## config.mk

```make
export PLATFORM = sky130hd
export DESIGN_NAME = cmac_link_sequencer_flat
export DESIGN_NICKNAME = d
export VERILOG_FILES = /design/src/rtl/cmac_link_sequencer_if.sv /design/src/rtl/cmac_link_sequencer.sv /design/src/flat_wrapper.sv
export SDC_FILE = /design/constraint.sdc
export NUM_CORES = 1
export LEC_CHECK = 0
export ABC_CLOCK_PERIOD_IN_PS = 3100
export BUFFER_PORTS_ARGS = -buffer_cell sky130_fd_sc_hd__buf_2
export CAP_MARGIN = 20
export CORE_MARGIN = 2
export CORE_UTILIZATION = 51
export DETAILED_ROUTE_END_ITERATION = 10
export PLACE_DENSITY = 0.75
export SYNTH_ARGS = -nofsm -noshare
export SYNTH_HDL_FRONTEND = slang
export SYNTH_SLANG_ARGS = --single-unit
```

## constraint.sdc

```tcl
create_clock -name clk -period 3.1 [get_ports clk]
set_input_delay 0.62 -clock clk [delete_from_list [all_inputs] [get_ports clk]]
set_output_delay 0.62 -clock clk [all_outputs]
set_load 0.01 [all_outputs]
```

## src/rtl/cmac_link_sequencer_if.sv

```systemverilog
// cmac_link_sequencer_if: config, CMAC control and link status bundle for the link sequencer.
// LINK_DROP_COUNT_EN adds the drop_count status field.
interface cmac_link_sequencer_if;
  logic       cfg_rsfec;
  logic [4:0] cfg_txpre;
  logic       link_restart;
  logic       stat_rx_aligned;
  logic       cmac_rsfec_enable;
  logic [4:0] cmac_txpre;
  logic       cmac_reset;
  logic       link_up;
  logic       link_failed;
  logic [3:0] retry_count;
  logic [1:0] seq_state;
`ifdef LINK_DROP_COUNT_EN
  logic [15:0] drop_count;
  modport master (output cfg_rsfec, cfg_txpre, link_restart, stat_rx_aligned,
                  input cmac_rsfec_enable, cmac_txpre, cmac_reset, link_up, link_failed, retry_count, seq_state, drop_count);
  modport slave (input cfg_rsfec, cfg_txpre, link_restart, stat_rx_aligned,
                 output cmac_rsfec_enable, cmac_txpre, cmac_reset, link_up, link_failed, retry_count, seq_state, drop_count);
`else
  modport master (output cfg_rsfec, cfg_txpre, link_restart, stat_rx_aligned,
                  input cmac_rsfec_enable, cmac_txpre, cmac_reset, link_up, link_failed, retry_count, seq_state);
  modport slave (input cfg_rsfec, cfg_txpre, link_restart, stat_rx_aligned,
                 output cmac_rsfec_enable, cmac_txpre, cmac_reset, link_up, link_failed, retry_count, seq_state);
`endif
endinterface

```

## src/rtl/cmac_link_sequencer.sv

```systemverilog
// cmac_link_sequencer: CMAC reset/alignment bring-up and supervision with bounded retries.
// LINK_DROP_COUNT_EN adds a saturating count of alignment losses while up.
module cmac_link_sequencer #(
  parameter int CLK_HZ              = 250000000,
  parameter int RESET_USECS         = 100,
  parameter int ALIGN_TIMEOUT_USECS = 10000,
  parameter int MAX_RETRIES         = 4
) (
  input logic clk,
  input logic reset,
  cmac_link_sequencer_if.slave bus
);
  localparam logic [31:0] RST = 32'((CLK_HZ / 1000000) * RESET_USECS);
  localparam logic [31:0] TMO = 32'((CLK_HZ / 1000000) * ALIGN_TIMEOUT_USECS);
  typedef enum logic [1:0] {HOLD, WAIT, UP, FAIL} state_t;
  state_t state, nxt;
  logic [31:0] timer;
  logic [3:0] retry;
  logic [4:0] txpre;
  logic s1, aligned, rsfec, expire, rs_chg, last, drop_ev, tmo_ev, enter_hold;
  // timer holds the cycles left in the current state, so the final cycle sees 1
  assign expire = timer <= 32'd1;
  assign rs_chg = bus.cfg_rsfec != rsfec && (state == WAIT || state == UP);
  assign last = retry + 4'd1 == 4'(MAX_RETRIES);
  assign drop_ev = state == UP && !aligned && !rs_chg && !bus.link_restart;
  assign tmo_ev = state == WAIT && !aligned && expire && !rs_chg && !bus.link_restart;
  assign enter_hold = nxt == HOLD && (state != HOLD || bus.link_restart);
  always_comb begin
    nxt = state;
    case (state)
      HOLD: nxt = expire ? WAIT : HOLD;
      WAIT: nxt = aligned ? UP : expire ? (last ? FAIL : HOLD) : WAIT;
      UP:   nxt = aligned ? UP : HOLD;
      FAIL: nxt = FAIL;
    endcase
    if (rs_chg) nxt = HOLD;
    if (bus.link_restart) nxt = HOLD;
  end
  always_ff @(posedge clk) begin
    if (reset) begin
      s1      <= 1'b0;
      aligned <= 1'b0;
      state   <= HOLD;
      timer   <= RST;
      retry   <= 4'd0;
      rsfec   <= 1'b1;
      txpre   <= 5'd0;
    end else begin
      s1      <= bus.stat_rx_aligned;
      aligned <= s1;
      state   <= nxt;
      timer   <= enter_hold ? RST : (nxt == WAIT && state != WAIT) ? TMO : timer - 32'(timer != 0);
      retry   <= (bus.link_restart || drop_ev) ? 4'd0 : tmo_ev ? retry + 4'd1 : retry;
      rsfec   <= enter_hold ? bus.cfg_rsfec : rsfec;
      txpre   <= bus.cfg_txpre;
    end
  end
`ifdef LINK_DROP_COUNT_EN
  logic [15:0] drops;
  always_ff @(posedge clk) begin
    if (reset || bus.link_restart) drops <= 16'd0;
    else if (drop_ev && drops != 16'hFFFF) drops <= drops + 16'd1;
  end
  assign bus.drop_count = drops;
`endif
  assign bus.cmac_rsfec_enable = rsfec;
  assign bus.cmac_txpre        = txpre;
  assign bus.cmac_reset        = state == HOLD;
  assign bus.link_up           = state == UP;
  assign bus.link_failed       = state == FAIL;
  assign bus.retry_count       = retry;
  assign bus.seq_state         = state;
endmodule

```

## src/flat_wrapper.sv

```systemverilog
// flat-port wrapper written by rule: the top's interface ports become plain ports
module cmac_link_sequencer_flat 
#(
  parameter int CLK_HZ              = 250000000,
  parameter int RESET_USECS         = 100,
  parameter int ALIGN_TIMEOUT_USECS = 10000,
  parameter int MAX_RETRIES         = 4
)
  (clk, reset, bus_cfg_rsfec, bus_cfg_txpre, bus_link_restart, bus_stat_rx_aligned, bus_cmac_rsfec_enable, bus_cmac_txpre, bus_cmac_reset, bus_link_up, bus_link_failed, bus_retry_count, bus_seq_state);
  cmac_link_sequencer_if bus_i ();
  input logic clk;
  input logic reset;
  input wire logic [$bits(bus_i.cfg_rsfec)-1:0] bus_cfg_rsfec;
  input wire logic [$bits(bus_i.cfg_txpre)-1:0] bus_cfg_txpre;
  input wire logic [$bits(bus_i.link_restart)-1:0] bus_link_restart;
  input wire logic [$bits(bus_i.stat_rx_aligned)-1:0] bus_stat_rx_aligned;
  output wire logic [$bits(bus_i.cmac_rsfec_enable)-1:0] bus_cmac_rsfec_enable;
  output wire logic [$bits(bus_i.cmac_txpre)-1:0] bus_cmac_txpre;
  output wire logic [$bits(bus_i.cmac_reset)-1:0] bus_cmac_reset;
  output wire logic [$bits(bus_i.link_up)-1:0] bus_link_up;
  output wire logic [$bits(bus_i.link_failed)-1:0] bus_link_failed;
  output wire logic [$bits(bus_i.retry_count)-1:0] bus_retry_count;
  output wire logic [$bits(bus_i.seq_state)-1:0] bus_seq_state;
  assign bus_i.cfg_rsfec = bus_cfg_rsfec;
  assign bus_i.cfg_txpre = bus_cfg_txpre;
  assign bus_i.link_restart = bus_link_restart;
  assign bus_i.stat_rx_aligned = bus_stat_rx_aligned;
  assign bus_cmac_rsfec_enable = bus_i.cmac_rsfec_enable;
  assign bus_cmac_txpre = bus_i.cmac_txpre;
  assign bus_cmac_reset = bus_i.cmac_reset;
  assign bus_link_up = bus_i.link_up;
  assign bus_link_failed = bus_i.link_failed;
  assign bus_retry_count = bus_i.retry_count;
  assign bus_seq_state = bus_i.seq_state;
  cmac_link_sequencer #(.CLK_HZ(CLK_HZ), .RESET_USECS(RESET_USECS), .ALIGN_TIMEOUT_USECS(ALIGN_TIMEOUT_USECS), .MAX_RETRIES(MAX_RETRIES)) u_core (.clk(clk), .reset(reset), .bus(bus_i));
endmodule
```

; ---- Yosys cells after proc, flatten, opt, wreduce, memory -nomap -nowiden
; Index checks and enable logic that the tools add are counted.
[totals]
reg_bits = 46
latch_bits = 0
ram_bits = 0
mem_bits_ro = 0
in_bits = 10
memories = 0
[classes]
n_addsub = 2
n_mul = 0
div_mod_pow = 0
n_lt_le_gt_ge = 1
eq_ne = 7
shifts = 0
muxes = 9
bitwise_logic = 0
reduce_logical = 23
[ops]
columns = cell, count
row1 = $le A32 B1 Y1 const B, 1
row2 = $reduce_bool A32 Y1, 1
row3 = $sub A32 B1 Y32, 1
row4 = $mux W22, 1
row5 = $mux W2, 6
row6 = $logic_and A1 B1 Y1, 10
row7 = $pmux W2 S4, 1
row8 = $add A4 B1 Y4 const B, 1
row9 = $eq A2 B1 Y1 const B, 2
row10 = $eq A2 B2 Y1 const B, 2
row11 = $eq A4 B3 Y1 const B, 1
row12 = $logic_not A2 Y1, 2
row13 = $reduce_or A2 Y1, 2
row14 = $logic_not A1 Y1, 3
row15 = $logic_or A1 B1 Y1, 3
row16 = $reduce_or A3 Y1, 1
row17 = $ne A2 B1 Y1 const B, 1
row18 = $reduce_bool A2 Y1, 1
row19 = $mux W1, 1
row20 = $ne A1 B1 Y1, 1

; ---- Logic depth before layout (Yosys ltp)
[depth]
word_depth = 11
ltp_mapped = 12
mapped_depth_nobuf = 12

; ---- Worst setup path after synthesis
; OpenSTA, ideal clock, no wires.
[synth_timing]
path_type = reg-to-reg
startpoint = register u_core.timer[19]
endpoint = register u_core.timer[28]
setup_ps = 114
arrival_time_ps = 2803
required_ps = 2986
slack_ps = 183
path_stages_with_launch = 13
path_buffers = 1
synth_period_minus_slack_ps = 2917
cell_sequence = dfxtp_1 -> or2_2 -> clkbuf_1 -> nor4_4 -> nand2_1 -> ha_1 -> ha_1 -> or3b_2 -> nor3_1 -> nor4b_1 -> nand2_1 -> xor2_1 -> nor2_1
[synth_between]
elab_chain_cells = 9
[synth_rtl]
columns = item, line_no
row1 = "start, declared", cmac_link_sequencer.sv:17  ; logic [31:0] timer;
row2 = "start signal, assigned", cmac_link_sequencer.sv:52  ; timer <= enter_hold ? RST : (nxt == WAIT && state != WAIT) ? TMO : timer - 32'(timer != 0);
row3 = $le A32 B1 Y1, cmac_link_sequencer.sv:22  ; assign expire = timer <= 32'd1;
row4 = $mux W2 (2 in series), cmac_link_sequencer.sv:32  ; WAIT: nxt = aligned ? UP : expire ? (last ? FAIL : HOLD) : WAIT;
row5 = $pmux W2 S4, cmac_link_sequencer.sv:30  ; case (state)
row6 = $mux W2, cmac_link_sequencer.sv:36  ; if (rs_chg) nxt = HOLD;
row7 = $mux W2, cmac_link_sequencer.sv:37  ; if (bus.link_restart) nxt = HOLD;
row8 = $eq A2 B1 Y1 / $logic_not A2 Y1 (equally long branches), "cmac_link_sequencer.sv:52, cmac_link_sequencer.sv:27"
row9 = $logic_and A1 B1 Y1 (on tied branches), "cmac_link_sequencer.sv:52, cmac_link_sequencer.sv:27"
row10 = $reduce_or A3 Y1 (no source line), n/a
; Several ways; a longest one is shown, not always the timed one.
; A chain may end at the register's enable or synchronous reset.

; ---- Worst setup path after layout
[layout_timing]
startpoint = register u_core.timer[26]
endpoint = register u_core.timer[14]
[layout_between]
elab_chain_cells = 9
[layout_rtl]
columns = item, line_no
row1 = $le A32 B1 Y1, cmac_link_sequencer.sv:22
row2 = $mux W2 (2 in series), cmac_link_sequencer.sv:32
row3 = $pmux W2 S4, cmac_link_sequencer.sv:30
row4 = $mux W2, cmac_link_sequencer.sv:36
row5 = $mux W2, cmac_link_sequencer.sv:37
row6 = $eq A2 B1 Y1 / $logic_not A2 Y1 (equally long branches), "cmac_link_sequencer.sv:52, cmac_link_sequencer.sv:27"
row7 = $logic_and A1 B1 Y1 (on tied branches), "cmac_link_sequencer.sv:52, cmac_link_sequencer.sv:27"
row8 = $mux W22 / $reduce_or A2 Y1 (equally long branches), n/a
; Several ways; a longest one is shown, not always the timed one.

==> impl_metrics.json <==
{
  "outcome": "complete, no violations",
  "vdd_ir_drop_max_uv": 193,
  "ys_async_sr_fraction_pct": 0,
  "dp_hpwl_um": 2930,
  "netlist_area_um2": 2130,
  "synthToLayoutAreaGrowth_pct": 14.8,
  "arrival_ps": 3110,
  "tightest_slew_ps": 744,
  "fill_cells": 367,
  "dpl.cell_count": 309,
  "finish.utilization_pct": 61.2,
  "synthTopCellsByCount": "dfxtp_1 (46), nor2_1 (43), xor2_1 (20), nand2_1 (14), xnor2_1 (13)",
  "finalSetupTns_ps": 0,
  "drive_gt1_share_pct": 19.6,
  "crit_path_max_fanout": 6,
  "timing.final.crit_share_pct": 94.2,
  "post_drt_wl_per_cell_um": 12.8,
  "max-slew-margin-rel_pct": 50.3,
  "htreeDepth": 2,
  "dr_wl_met3_um": 127,
  "setup_slack_ps": 179,
  "grt_pass1_vias": 1605,
  "synth_area_leader_cell": "dfxtp_1",
  "post_synth.cell_area_avg_um2": 9.20,
  "grt_first_pass_wirelength_um": 7020,
  "worst_path_largest_cell_delay_ps": 400,
  "synth-edff-count": 0,
  "port_buffers": 24,
  "grtUsageTotal_pct": 19.6,
  "num-nets-final": 283,
  "die_h_um": 68.7,
  "crit_type": "reg2reg",
  "hold_viol_final": 0,
  "wl_um": 4040,
  "power.leakage_nw": 0.934,
  "core_area_um2": 4000,
  "endpoint": "u_core.timer[14]",
  "cpMaxStageDelayCell": "or3_4",
  "initial_core_util_pct": 53.3,
  "start_kind": "register",
  "synth_flop_cell": "dfxtp_1",
  "layout.cells.non_filler": 315,
  "overflow": 0,
  "synth_nets": 249,
  "drc_errors": 0,
  "yosysWarnings": 0,
  "maxUsedRoutingLayer": "met4",
  "fin_skew_ps": 7.11,
  "clockRootBuffer": "clkbuf_8",
  "viasPerCell": 5.25,
  "r2r_slack_ps": 180,
  "yosys.area.top_type_share_pct": 43.2,
  "setup_viol": 0,
  "ys_ff_latch": 46,
  "clk_pin_slew_ps": 80,
  "antenna_cells": 0,
  "max_cap_viol_count": 0,
  "antenna_found_initial": 0,
  "ant_nets": 0,
  "dr.pass1.iters": 4,
  "powerDensity_nw_per_um2": 418,
  "vias": 1653,
  "die_area_um2": 4720,
  "end_kind": "register",
  "min_period_ps": 2920,
  "met1_length_um": 1980,
  "holdCritPathClass": "reg2reg",
  "cts_num_sinks": 46,
  "yosysMostFrequentCell": "dfxtp_1",
  "clk-insertion-delay-late_ps": 290,
  "finalPower_w": 0.00102,
  "dp_slack_ps": 58.8,
  "fmax_mhz": 342,
  "worstPathRequired_ps": 3290,
  "reg2reg_to": "u_core.timer[14]",
  "cp-startpoint": "u_core.timer[26]",
  "place.gp.congestion": 0.870,
  "pin_count": 25,
  "multi_input_area_um2": 1160,
  "synthCells": 232,
  "r2r_start": "u_core.timer[26]",
  "grt_setup_unrepaired": "false",
  "clockBufferDepth": 2,
  "die_w_um": 68.7,
  "seqCellArea_um2": 921,
  "grt_max_degree": 27,
  "post_cts_buffers": 0,
  "cts_made_buffers": 5,
  "path_cells": "or3_4, or3_4, nor4_4, nand2_1, ha_1, ha_1, or3b_2, nor3_4, nand2_1, nor2_1, xor2_1, o31a_2",
  "cts_tree": "built",
  "reg2regPathDepth": 12,
  "drtIter0Drc": 91,
  "seq_area_frac_synth_pct": 43.2,
  "ys_types": 41,
  "rows": 23,
  "synthTopCellsByArea": "dfxtp_1 (43%), xor2_1 (8.2%), nor2_1 (7.6%)",
  "slew_viol_final": 0,
  "wl_met2_um": 1880
}
==> power by group <==
group | switching (W) | total, W | leakage, nW | internal (W)
logic | 0.0000316 | 0.0000573 | 0.517 | 0.0000257
clock network | 0.000186 | 0.000359 | 0.0431 | 0.000172
registers | 0.00000668 | 0.000607 | 0.374 | 0.000600
total | 0.000225 | 0.00102 | 0.934 | 0.000798
==> per-stage QoR <==
stage	instance area (um^2)	hold slack (ps)
floorplan	2130	414
global placement	2350	420
detailed placement	2350	440
CTS	2430	458
global route	2450	467
finish	2450	453
==> kinds of logic after synthesis <==
family / after synthesis / synth area share, %
XOR/XNOR: 33 / 13.5
AO/OA/AOI/OAI: 14 / 5.45
buffers and inverters: 11 / 2.99
multiplexers: 1 / 0.469
adder cells (fa/ha/maj): 7 / 4.11
flip-flops: 46 / 43.2
AND/OR/NAND/NOR: 120 / 30.3
==> repair_timing <==
action,in CTS,in global routing
gates resized for setup,0,3
endpoints found under the setup margin,0,10
hold buffers,0,0
==> per-layer routing <==
layer	vias to the layer above	track usage, %
met5	-	0
met4	0	8.50
met3	7	5.03
met2	20	30.6
met1	776	25.6
li1	850	-
==> registers in the layout, indices dropped and copies added (netlist names) <==
signal and count:
u_core.timer 32, u_core.bus.cmac_txpre 5, u_core.bus.retry_count 4, u_core.bus.seq_state 2, u_core.aligned 1, u_core.bus.cmac_rsfec_enable 1, u_core.s1 1
==> worst max-delay path, delay by kind of cell (launching register included) <==
kind            cells  cell delay [ps]
compound gates      1              280
xor+xnor            1              130
fa+ha+maj           2              400
flops               1              340
simple gates        8             1680
==> cell type report <==
type | count | area share (%)
multi-input cells | 175 | 47.5
flip-flops and latches | 46 | 37.6
repair buffers | 33 | 8.17
clock buffers | 6 | 3.37
well taps | 50 | 2.55
inverters | 5 | 0.766
==> worst min-delay path by stage <==
stage,startpoint,to,slack [ps],cells after the start
2_1_floorplan,u_core.s1,u_core.aligned,410,1
3_3_place_gp,u_core.s1,u_core.aligned,420,1
3_5_place_dp,u_core.s1,u_core.aligned,440,1
4_1_cts,u_core.s1,u_core.aligned,460,1
5_1_grt,u_core.s1,u_core.aligned,470,1
6_report,u_core.s1,u_core.aligned,450,1
==> cells in the final DEF, fill, tap and decap left out, types with 2 or more instances in the layout <==
master / netlist / layout
nand3_1: 5 / 5
ha_1: 7 / 7
or3_1: 3 / 3
buf_2: 0 / 24
inv_1: 5 / 5
and4b_1: 2 / 2
nor3b_1: 3 / 3
a21oi_1: 2 / 2
nor2_1: 43 / 43
xor2_1: 20 / 20
dfxtp_1: 46 / 46
nand2b_1: 5 / 5
nor4_1: 4 / 4
o31a_2: 2 / 2
nand3b_1: 4 / 4
or3_4: 2 / 2
nor3_1: 12 / 10
nand4_1: 4 / 4
or4_1: 2 / 2
buf_4: 0 / 8
nand2_1: 14 / 14
nor2b_1: 7 / 7
o31ai_1: 3 / 3
xnor2_1: 13 / 13
clkbuf_8: 0 / 6
and3_1: 2 / 2
Note: power is estimated with default switching activity, not from simulation.
